$ cat config.mk
export PLATFORM = sky130hd
export DESIGN_NAME = mem_arbiter
export DESIGN_NICKNAME = d
export VERILOG_FILES = /design/src/rtl/mem_arbiter.sv
export SDC_FILE = /design/constraint.sdc
export NUM_CORES = 1
export LEC_CHECK = 0
export CAP_MARGIN = 20
export CORE_ASPECT_RATIO = 0.8
export CORE_MARGIN = 3
export CORE_UTILIZATION = 40
export CTS_CLUSTER_DIAMETER = 120
export CTS_CLUSTER_SIZE = 8
export DETAILED_ROUTE_END_ITERATION = 10
export GPL_ROUTABILITY_DRIVEN = 0
export PLACE_DENSITY = 0.81
export SYNTH_ARGS = -nofsm -noshare
export SYNTH_HDL_FRONTEND = slang
export SYNTH_SLANG_ARGS = --single-unit
export TNS_END_PERCENT = 100
$ cat constraint.sdc
create_clock -name i_clk -period 3.4 [get_ports i_clk]
set_input_delay 0.51 -clock i_clk [delete_from_list [all_inputs] [get_ports i_clk]]
set_output_delay 0.51 -clock i_clk [all_outputs]
set_load 0.02 [all_outputs]
$ cat src/rtl/mem_arbiter.sv
// mem_arbiter: shares one non-pipelined fixed-latency word memory between the IF and DM ports
module mem_arbiter #(
    parameter int ADDR_W  = 5,
    parameter int DATA_W  = 32,
    parameter int MEM_LAT = 2
) (
    input  logic              i_clk,
    input  logic              i_rst_n,
    input  logic              i_if_req,
    input  logic [ADDR_W-1:0] i_if_addr,
    output logic [DATA_W-1:0] o_if_rdata,
    output logic              o_if_valid,
    input  logic              i_dm_req,
    input  logic              i_dm_we,
    input  logic [ADDR_W-1:0] i_dm_addr,
    input  logic [DATA_W-1:0] i_dm_wdata,
    output logic [DATA_W-1:0] o_dm_rdata,
    output logic              o_dm_valid,
    output logic              o_stall_if,
    output logic              o_stall_mem,
    output logic              o_mem_en,
    output logic              o_mem_we,
    output logic [ADDR_W-1:0] o_mem_addr,
    output logic [DATA_W-1:0] o_mem_wdata,
    input  logic [DATA_W-1:0] i_mem_rdata
);
    typedef enum logic [1:0] {IDLE, ISSUE, WAIT, DONE} state_t;

    localparam logic [3:0] LAT_M1 = 4'(MEM_LAT - 1);

    state_t            r_state;
    state_t            w_next;
    logic              r_owner_dm;
    logic              r_last_dm;
    logic              r_we;
    logic [ADDR_W-1:0] r_addr;
    logic [DATA_W-1:0] r_wdata;
    logic [DATA_W-1:0] r_if_rdata;
    logic [DATA_W-1:0] r_dm_rdata;
    logic [3:0]        r_cnt;
    logic              w_grant;
    logic              w_grant_dm;
    logic              w_last;

    // next state, grant choice (DM wins a conflict unless it won the previous one) and strobes
    always_comb begin
        w_next     = r_state;
        w_grant    = 1'b0;
        w_grant_dm = 1'b0;
        w_last     = 1'b0;
        o_mem_en   = 1'b0;
        o_if_valid = 1'b0;
        o_dm_valid = 1'b0;
        case (r_state)
            IDLE: begin
                w_grant    = i_if_req | i_dm_req;
                w_grant_dm = i_dm_req & (~i_if_req | ~r_last_dm);
                w_next     = w_grant ? ISSUE : IDLE;
            end
            ISSUE: begin
                o_mem_en = 1'b1;
                w_next   = WAIT;
            end
            WAIT: begin
                w_last = (r_cnt == 4'd0);
                w_next = w_last ? DONE : WAIT;
            end
            DONE: begin
                o_if_valid = ~r_owner_dm;
                o_dm_valid = r_owner_dm;
                w_next     = IDLE;
            end
            default: w_next = IDLE;
        endcase
    end

    // state register
    always_ff @(posedge i_clk) begin
        if (!i_rst_n) r_state <= IDLE;
        else          r_state <= w_next;
    end

    // grant latch, latency countdown and read-data capture on the memory's valid cycle
    always_ff @(posedge i_clk) begin
        if (!i_rst_n) begin
            r_owner_dm <= 1'b0;
            r_last_dm  <= 1'b0;
            r_we       <= 1'b0;
            r_addr     <= '0;
            r_wdata    <= '0;
            r_if_rdata <= '0;
            r_dm_rdata <= '0;
            r_cnt      <= '0;
        end else begin
            if (w_grant) begin
                r_owner_dm <= w_grant_dm;
                r_last_dm  <= w_grant_dm;
                r_we       <= w_grant_dm & i_dm_we;
                r_addr     <= w_grant_dm ? i_dm_addr : i_if_addr;
                r_wdata    <= i_dm_wdata;
            end
            if (r_state == ISSUE)
                r_cnt <= LAT_M1;
            else if (r_state == WAIT && r_cnt != 4'd0)
                r_cnt <= r_cnt - 4'd1;
            if (w_last && !r_we) begin
                if (r_owner_dm) r_dm_rdata <= i_mem_rdata;
                else            r_if_rdata <= i_mem_rdata;
            end
        end
    end

    assign o_mem_we    = o_mem_en & r_we;
    assign o_mem_addr  = r_addr;
    assign o_mem_wdata = r_wdata;
    assign o_if_rdata  = r_if_rdata;
    assign o_dm_rdata  = r_dm_rdata;
    assign o_stall_if  = i_if_req & ~o_if_valid;
    assign o_stall_mem = i_dm_req & ~o_dm_valid;

endmodule

==> results.toml <==
[yosys]
ys_warn_count = 0
syn_area_mm2 = 0.004210
synth.distinct_cells = 34
synthArstFlopShare = 0
synth.largest_area_cell = "dfxtp_1"
synthCells = 458
ys_ff_latch = 109
ys_top_cells_by_area = "dfxtp_1, mux2i_1, nand2_1, a21oi_1, clkbuf_1"
netlist.area_leader.share = 0.5183
dominantRegCellSynth = "dfxtp_1"
syn_area_per_cell_um2 = 9.193
synth-seq-area-share = 0.5183
synth_edf_count = 0
synthesis.nets = 543

[timing]
finalClockSkew_ns = 0.008584
tightest_slew_ns = 1.025
fin_crit_ns = 2.548
final_max_slew_viol_count = 0
hold_violations = 0
rsz0062_at_grt = "false"
setup_viol_count_final = 0
max_freq_mhz = 392.5
slew_headroom = 0.3164
finalCritPeriodShare = 0.7493
fin_setup_tns_ns = 0

[die]
coreArea_mm2 = 0.009930
die_w_um = 120.7
row_count = 32
start_util = 0.4240
die_y_um = 97.77
die_area_mm2 = 0.01180
boundaryPins = 186

[clock_network]
cts_buffers = 9
root_buffer = "clkbuf_16"
hold_buffers = 0
cts.sinks = 109
cts_tree = "yes"
post_cts_buffers = 0
clock_latency_ns = 0.34
clock_path_buffers = 2
cts-resized-gates = 0
htree_levels = 3
path_clk_slew_ns = 0.07

[power]
ir_drop_mv = 0.2930
leakagePower_nw = 2.742
p_per_area_mw_per_mm2 = 526.8

[outcome]
outcome = "complete, no violations"

[worst_setup_path]
start_kind = "input pin"
r2r_cells = 5
cp.arrival_ns = 2.04
critPathMaxStageDelay_ns = 0.70
worst_path_most_repeated_cell = "clkdlybuf4s50_1"
cp_cell_sequence = "clkdlybuf4s50_1 -> nor2b_1 -> clkdlybuf4s50_1"
cp_slowest_cell = "clkdlybuf4s50_1"
worstPathRequired_ns = 2.89
path_max_fanout = 10
cp-end-kind = "output pin"
criticalPathCategory = "in2out"

[route]
routed_wl_mm = 11.58
drt_first_pass_iters = 5
drt-wirelength-per-cell_um = 15.08
route.antenna.remaining_nets = 0
viasPerCell = 4.859
vias = 3732
drt_iter0_drc = 142
drc = 0

[grt]
grt_max_degree = 105
grt_pass1_vias = 3812
antenna_found_initial = 0
grt_pass1_wl_mm = 18.64
overflow = 0
grt.total_usage = 0.1937

[final_layout]
nets = 712
drive_gt1_frac = 0.04430
multiInputGateArea_mm2 = 0.001815
antenna_cells = 0
fillCellCount = 852
stdcell_count = 768
synthToLayoutAreaGrowth_pct = 51.08
ff_latch_area_mm2 = 0.002182

[place]
hpwl_mm = 8.493
dp.cells = 752
io_buffers = 185

[hold_path]
whs_path_depth = 2
hp-class = "reg2reg"

[job]
max_cap_violations = 0
==> critical path: cells and delay by family <==
kind                   cells  cell delay (ns)
buffers and inverters      2             1.33
AND/OR/NAND/NOR            1             0.19
==> synthesized netlist by cell type (all sizes together), types with 2 or more instances <==
| cell | number |
|---|---|
| a21oi | 34 |
| a32oi | 6 |
| and2 | 3 |
| buf | 11 |
| clkbuf | 20 |
| dfxtp | 109 |
| ha | 6 |
| inv | 4 |
| mux2i | 64 |
| nand2 | 162 |
| nand2b | 2 |
| nand3 | 5 |
| nor2 | 3 |
| nor2b | 3 |
| nor3 | 3 |
| nor3b | 2 |
| o21a | 2 |
| o21ai | 6 |
| or3b | 2 |
==> through the flow <==
stage               hold slack [ns]  total power [W]  area (um^2)  utilization  setup WS, ns
floorplan                    0.4774         0.001991         4210            -         1.747
global placement             0.4421         0.002354         6056       0.6099        0.8937
CTS                          0.4584         0.003384         6361       0.6406        0.8628
finish                       0.4543         0.003351         6361       0.6406        0.8524
global route                 0.4758         0.003510         6361       0.6406        0.8374
detailed placement           0.4485         0.002384         6076       0.6119        0.8721
==> state kept, by name, summed over array words and instances (netlist names) <==
name and flops:
o_dm_rdata 32, o_if_rdata 32, o_mem_addr 5, o_mem_wdata 32, r_cnt 4, r_last_dm 1
r_state 2, r_we 1
==> final timing paths <==
path,end,start,slack (ns)
hold / removal,o_mem_wdata[23],o_mem_wdata[23],0.45
setup reg to reg,o_if_rdata[10],r_state[0],1.16
hold reg to reg,o_mem_wdata[23],o_mem_wdata[23],0.45
setup / recovery,o_stall_if,i_if_req,0.85
==> final cells by class <==
class                           instances  area share
Tap cell                              136     0.02675
Clock inverter                          6    0.007278
Timing Repair Buffer                  189      0.2970
Sequential cell                       109      0.3430
Inverter                                5    0.002950
Multi-Input combinational cell        313      0.2854
Clock buffer                           10     0.03757
==> per-layer routing <==
layer	global-route usage	up-vias	part of all wire
met5	0	-	0
met4	0.05923	0	0.019
met3	0.05038	20	0.053
met2	0.3495	98	0.51
met1	0.2247	1767	0.42
li1	-	1847	-
==> cell families after synthesis <==
group,synth area share
mux,0.1522
simple gates,0.1884
buf+inv,0.05170
flops,0.5183
fa+ha+maj,0.01783
compound gates,0.06954
xor+xnor,0.002081
==> layout by cell type (no fill, tap or decap), types with 4 or more instances in the layout <==
cell	n
a21oi_1	34
a32oi_1	6
clkbuf_16	9
clkdlybuf4s50_1	184
dfxtp_1	109
ha_1	6
inv_1	4
mux2i_1	64
nand2_1	162
nand3_1	5
o21ai_0	5
==> where the power goes <==
part	switching (W)	leakage, nW	internal, W
Clock	0.000476	0.135	0.000521
Sequential	0.0000699	0.888	0.00140
Combinational	0.000469	1.72	0.000415
Total	0.00101	2.74	0.00234
Note: power is estimated with default switching activity, not from simulation.
